==> config.mk <==
export PLATFORM = sky130hd
export DESIGN_NAME = mem_access_unit
export DESIGN_NICKNAME = d
export VERILOG_FILES = /design/src/rtl/mem_access_unit.sv
export SDC_FILE = /design/constraint.sdc
export NUM_CORES = 1
export LEC_CHECK = 0
export ABC_AREA = 1
export BUFFER_PORTS_ARGS = -buffer_cell sky130_fd_sc_hd__buf_2
export CAP_MARGIN = 20
export CORE_MARGIN = 3
export CORE_UTILIZATION = 52
export DETAILED_ROUTE_END_ITERATION = 7
export GPL_ROUTABILITY_DRIVEN = 1
export GPL_TIMING_DRIVEN = 0
export PLACE_DENSITY = 0.95
export SYNTH_ARGS = -nofsm -noshare
export SYNTH_HDL_FRONTEND = slang
export SYNTH_SLANG_ARGS = --single-unit
==> constraint.sdc <==
create_clock -name clk -period 2.2 [get_ports clk]
set_input_delay 0 -clock clk [delete_from_list [all_inputs] [get_ports clk]]
set_output_delay 0 -clock clk [all_outputs]
set_load 0.005 [all_outputs]
==> src/rtl/mem_access_unit.sv <==
// mem_access_unit: MEM-stage load/store initiator driving a req/ack data memory.
// Define MEM_TIMEOUT_EN to abort requests not acknowledged within TIMEOUT cycles.
module mem_access_unit #(
    parameter int ADDR_W = 32,
    parameter int DATA_W = 32
`ifdef MEM_TIMEOUT_EN
    ,
    parameter int TIMEOUT = 15
`endif
) (
    input  logic              clk,
    input  logic              rst,
    input  logic [ADDR_W-1:0] ALU_Result,
    input  logic [DATA_W-1:0] Write_Data,
    input  logic              EX_M_MR,
    input  logic              EX_M_MW,
    input  logic [1:0]        size,
    input  logic              ld_unsigned,
    output logic              mem_req,
    output logic              mem_we,
    output logic [ADDR_W-3:0] mem_addr,
    output logic [DATA_W-1:0] mem_wdata,
    output logic [3:0]        mem_be,
    input  logic              mem_ack,
    input  logic [DATA_W-1:0] mem_rdata,
    output logic              stall,
    output logic [DATA_W-1:0] ld_data,
    output logic              done,
    output logic              err
);
    typedef enum logic [1:0] {IDLE, REQ, DONE} state_t;

    state_t            r_state;
    logic              r_req;
    logic              r_we;
    logic [ADDR_W-3:0] r_addr;
    logic [DATA_W-1:0] r_wdata;
    logic [3:0]        r_be;
    logic [DATA_W-1:0] r_ld;
    logic              r_done;
    logic              r_err;
    logic [1:0]        r_off;
    logic [1:0]        r_size;
    logic              r_uns;
`ifdef MEM_TIMEOUT_EN
    logic [3:0]        r_cnt;
`endif

    logic [1:0]        w_off;
    logic              w_aligned;
    logic              w_legal;
    logic              w_bad;
    logic [3:0]        w_be;
    logic [DATA_W-1:0] w_wdata;
    logic [DATA_W-1:0] w_lane;
    logic [DATA_W-1:0] w_ld;

    assign w_off     = ALU_Result[1:0];
    // Reserved size 11 never counts as aligned, so it falls into the error path.
    assign w_aligned = (size == 2'b00) | ((size == 2'b01) & ~w_off[0]) | ((size == 2'b10) & (w_off == 2'b00));
    assign w_legal   = (EX_M_MR ^ EX_M_MW) & w_aligned;
    assign w_bad     = (EX_M_MR | EX_M_MW) & ~w_legal;

    always_comb begin
        w_be    = (size == 2'b00) ? 4'b0001 << w_off :
                  (size == 2'b01) ? 4'b0011 << w_off : 4'b1111;
        w_wdata = (size == 2'b00) ? {4{Write_Data[7:0]}} :
                  (size == 2'b01) ? {2{Write_Data[15:0]}} : Write_Data;
        w_lane  = mem_rdata >> {r_off, 3'b000};
        w_ld    = (r_size == 2'b00) ? {{24{~r_uns & w_lane[7]}}, w_lane[7:0]} :
                  (r_size == 2'b01) ? {{16{~r_uns & w_lane[15]}}, w_lane[15:0]} : w_lane;
    end

    // Combinational so the pipeline freezes in the same cycle a legal op appears.
    assign stall = rst & (((r_state == IDLE) & w_legal) | (r_state == REQ));

    always_ff @(posedge clk) begin
        if (!rst) begin
            r_state <= IDLE;
            r_req   <= 1'b0;
            r_we    <= 1'b0;
            r_addr  <= '0;
            r_wdata <= '0;
            r_be    <= 4'b0000;
            r_ld    <= '0;
            r_done  <= 1'b0;
            r_err   <= 1'b0;
            r_off   <= 2'b00;
            r_size  <= 2'b00;
            r_uns   <= 1'b0;
`ifdef MEM_TIMEOUT_EN
            r_cnt   <= 4'd0;
`endif
        end else begin
            r_done <= 1'b0;
            r_err  <= 1'b0;
            case (r_state)
                IDLE: begin
                    if (w_legal) begin
                        r_state <= REQ;
                        r_req   <= 1'b1;
                        r_we    <= EX_M_MW;
                        r_addr  <= ALU_Result[ADDR_W-1:2];
                        r_wdata <= w_wdata;
                        r_be    <= w_be;
                        r_off   <= w_off;
                        r_size  <= size;
                        r_uns   <= ld_unsigned;
`ifdef MEM_TIMEOUT_EN
                        r_cnt   <= 4'd0;
`endif
                    end else if (w_bad) begin
                        r_err <= 1'b1;
                    end
                end
                REQ: begin
                    if (mem_ack) begin
                        r_state <= DONE;
                        r_req   <= 1'b0;
                        r_done  <= 1'b1;
                        if (!r_we)
                            r_ld <= w_ld;
                    end
`ifdef MEM_TIMEOUT_EN
                    else if (r_cnt == 4'(TIMEOUT - 1)) begin
                        r_state <= IDLE;
                        r_req   <= 1'b0;
                        r_err   <= 1'b1;
                    end else begin
                        r_cnt <= r_cnt + 4'd1;
                    end
`endif
                end
                DONE:    r_state <= IDLE;
                default: r_state <= IDLE;
            endcase
        end
    end

    assign mem_req   = r_req;
    assign mem_we    = r_we;
    assign mem_addr  = r_addr;
    assign mem_wdata = r_wdata;
    assign mem_be    = r_be;
    assign ld_data   = r_ld;
    assign done      = r_done;
    assign err       = r_err;
endmodule
==> impl_metrics.ini <==
[pwr]
finalPower_w = 0.00479
vdd_drop_max_uv = 624
p_per_area_mw_per_mm2 = 681
leakage_nw = 3.68

[floorplan]
core_sq_mm = 0.00924
die-width_um = 104
initial_core_util_pct = 53.7
io-pin-count = 207
die_h_um = 104
dieArea_sq_mm = 0.0108
rows = 35

[grt]
grt_util_all_layers_pct = 34.5
grt_pass1_wl_mm = 30.4
grt_pass1_vias = 6265
grt_start_max_net_pins = 20
grt_overflow = 0
antenna_found_initial = 0

[timing]
slew_violations = 0
tightest_slew_ns = 0.588
setup_viol = 0
min_period_over_period_pct = 94.1
layout_min_cycle_time_ns = 2.07
final_hold_viol_count = 0
fin_skew_ns = 0.0168
slew_headroom_pct = 60.8
rsz0062_at_grt = no
tns_ns = 0
fmax_mhz = 483

[place]
io_buffers = 206
place_hpwl_mm = 11.7
place_congestion = 0.954
dpl-instance-area_sq_mm = 0.00615

[worst_setup_path]
critPathKind = in2out
crit_required_ns = 2.20
worstPathArrival_ns = 2.07
worstPathCellList = dlygate4sd3_1 -> buf_2 -> inv_1 -> ha_1 -> nand2_1 -> nand2_1 -> nand2_2 -> nor2_4 -> inv_2 -> buf_2 -> a21oi_1 -> buf_2
crit_top_cell = buf_2
slowest_stage = dlygate4sd3_1
cp_max_fo = 10
critPathCaptureType = primary output
setup.worst_path.start_class = input port
slowest_delay_ns = 0.57

[yosys]
synth_top_area_share_pct = 44.0
synth-edff-count = 0
async_flop_share_pct = 0
synthFlopType = dfxtp_1
synthTopCellsByArea = dfxtp_1 44%, nor2_1 14%, o21ai_0 13%
synth_seq_area_share_pct = 44.0
ys_ff_latch = 109
syn_avg_cell_area_sq_um = 6.92
yosys.area.top_type = dfxtp_1
synth_warnings = 0
syn-num-nets = 826
netlist_instances = 717
ys_types = 24
syn_area_sq_mm = 0.00496

[detailed_routing]
dr.pass1.iters = 8
drc_errors = 0
wl_per_cell_um = 16.8
ant_nets = 0
drt_wl_total_mm = 19.0
via_per_inst = 5.50
drt-initial-drc-count = 523
vias = 6225

[finish]
area_growth_pct = 41.9
drive_above_1_share_pct = 28.0
antenna_cells = 0
fin_nets = 1106
final_area_sq_mm = 0.00704

[hold_path]
hold_class = in2reg

[clocking]
clkSinkCount = 109
clock_latency_ns = 0.38
numCtsBuffers = 9
cts_tree = yes
path_clk_slew_ns = 0.12
clk_path_buf_depth = 2
h-tree-depth = 3
cts_resized = 0
cts_root_buf = clkbuf_8

[flow_run]
max_cap_viol_count = 0

[status]
status = finished, final reports clean
cells by family after synthesis:
kind of cell,after synthesis,synth area share (%)
AND/OR/NAND/NOR,344,27.6
AO/OA/AOI/OAI,177,18.7
flip-flops,109,44.0
buffers and inverters,82,8.47
adder cells (fa/ha/maj),5,1.26
layer usage:
metal,up-vias,wire (um),GRT usage (%)
met1,2766,6740,39.0
met5,-,0,0
met2,474,8860,57.7
met4,0,1280,21.0
met3,126,2170,9.72
li1,2859,-,-
worst max-delay path, delay by kind of cell:
family,cells,cell delay (ns)
buffers and inverters,6,1.46
adder cells (fa/ha/maj),1,0.21
AO/OA/AOI/OAI,1,0.11
AND/OR/NAND/NOR,4,0.27
synthesized netlist by cell type (3+ instances only):
cell and count:
nand3_2 3, inv_1 30, buf_2 18, o21ai_0 133, nand3_1 10, dfxtp_1 109, nand2_2 4, ha_1 5
or2_2 6, buf_6 11, clkbuf_1 14, a211oi_1 7, nor2_1 188, o22ai_1 3, inv_2 6, a21oi_2 5
a21oi_1 29, nand2_1 127
flip-flops by register name (all words and copies together), names as in the netlist, 2 cells and up:
register   count
mem_wdata     32
mem_be         4
ld_data       32
r_off          2
r_size         2
r_state        2
mem_addr      30
cell type report:
class	count	area (sq um)
sequential	109	2180
buffer	45	282
multi-input combinational	526	2360
clock inverter	7	130
clock buffer	9	124
timing repair buffer	269	1660
inverter	37	139
fill	656	2200
tap	129	161
layout by cell type (no fill, tap or decap), drive strengths merged:
cell type / count
buf: 237
nor2: 192
o21ai: 133
nand2: 131
dfxtp: 109
dlygate4sd3: 63
inv: 39
a21oi: 34
clkbuf: 23
nand3: 13
a211oi: 7
or2: 6
ha: 5
o22ai: 3
bufinv: 3
clkinv: 2
nor3: 1
nor4: 1
metrics by stage:
step / hold WS, ns / setup slack, ns / cells / util (%)
global placement: 0.205 / 0.683 / 1052 / 66.6
floorplan: 0.0900 / 0.974 / 717 / -
finish: 0.0187 / 0.131 / 1131 / 76.2
CTS: 0.00267 / 0.183 / 1131 / 76.2
global route: 0.0265 / 0.0597 / 1131 / 76.2
detailed placement: 0.215 / 0.672 / 1052 / 66.6
where the power goes:
part | switching [W] | total [W] | internal [W]
sequential | 0.0000866 | 0.00221 | 0.00212
clock | 0.000745 | 0.00152 | 0.000779
combinational | 0.000612 | 0.00106 | 0.000448
repair_timing:
action                    CTS  global route
buffers inserted            0             0
hold buffers               63             0
hold endpoints to repair   69             0
final timing paths:
| kind | startpoint | endpoint | slack (ns) | cells past startpoint |
|---|---|---|---|---|
| worst max register to register | r_off[1] | ld_data[14] | 0.64 | 6 |
| worst max-delay path | ALU_Result[0] | stall | 0.13 | 12 |
| worst min register to register | mem_req | mem_req | 0.47 | 2 |
| worst min-delay path | mem_rdata[29] | ld_data[29] | 0.02 | 5 |
(Power assumes the default switching activity.)
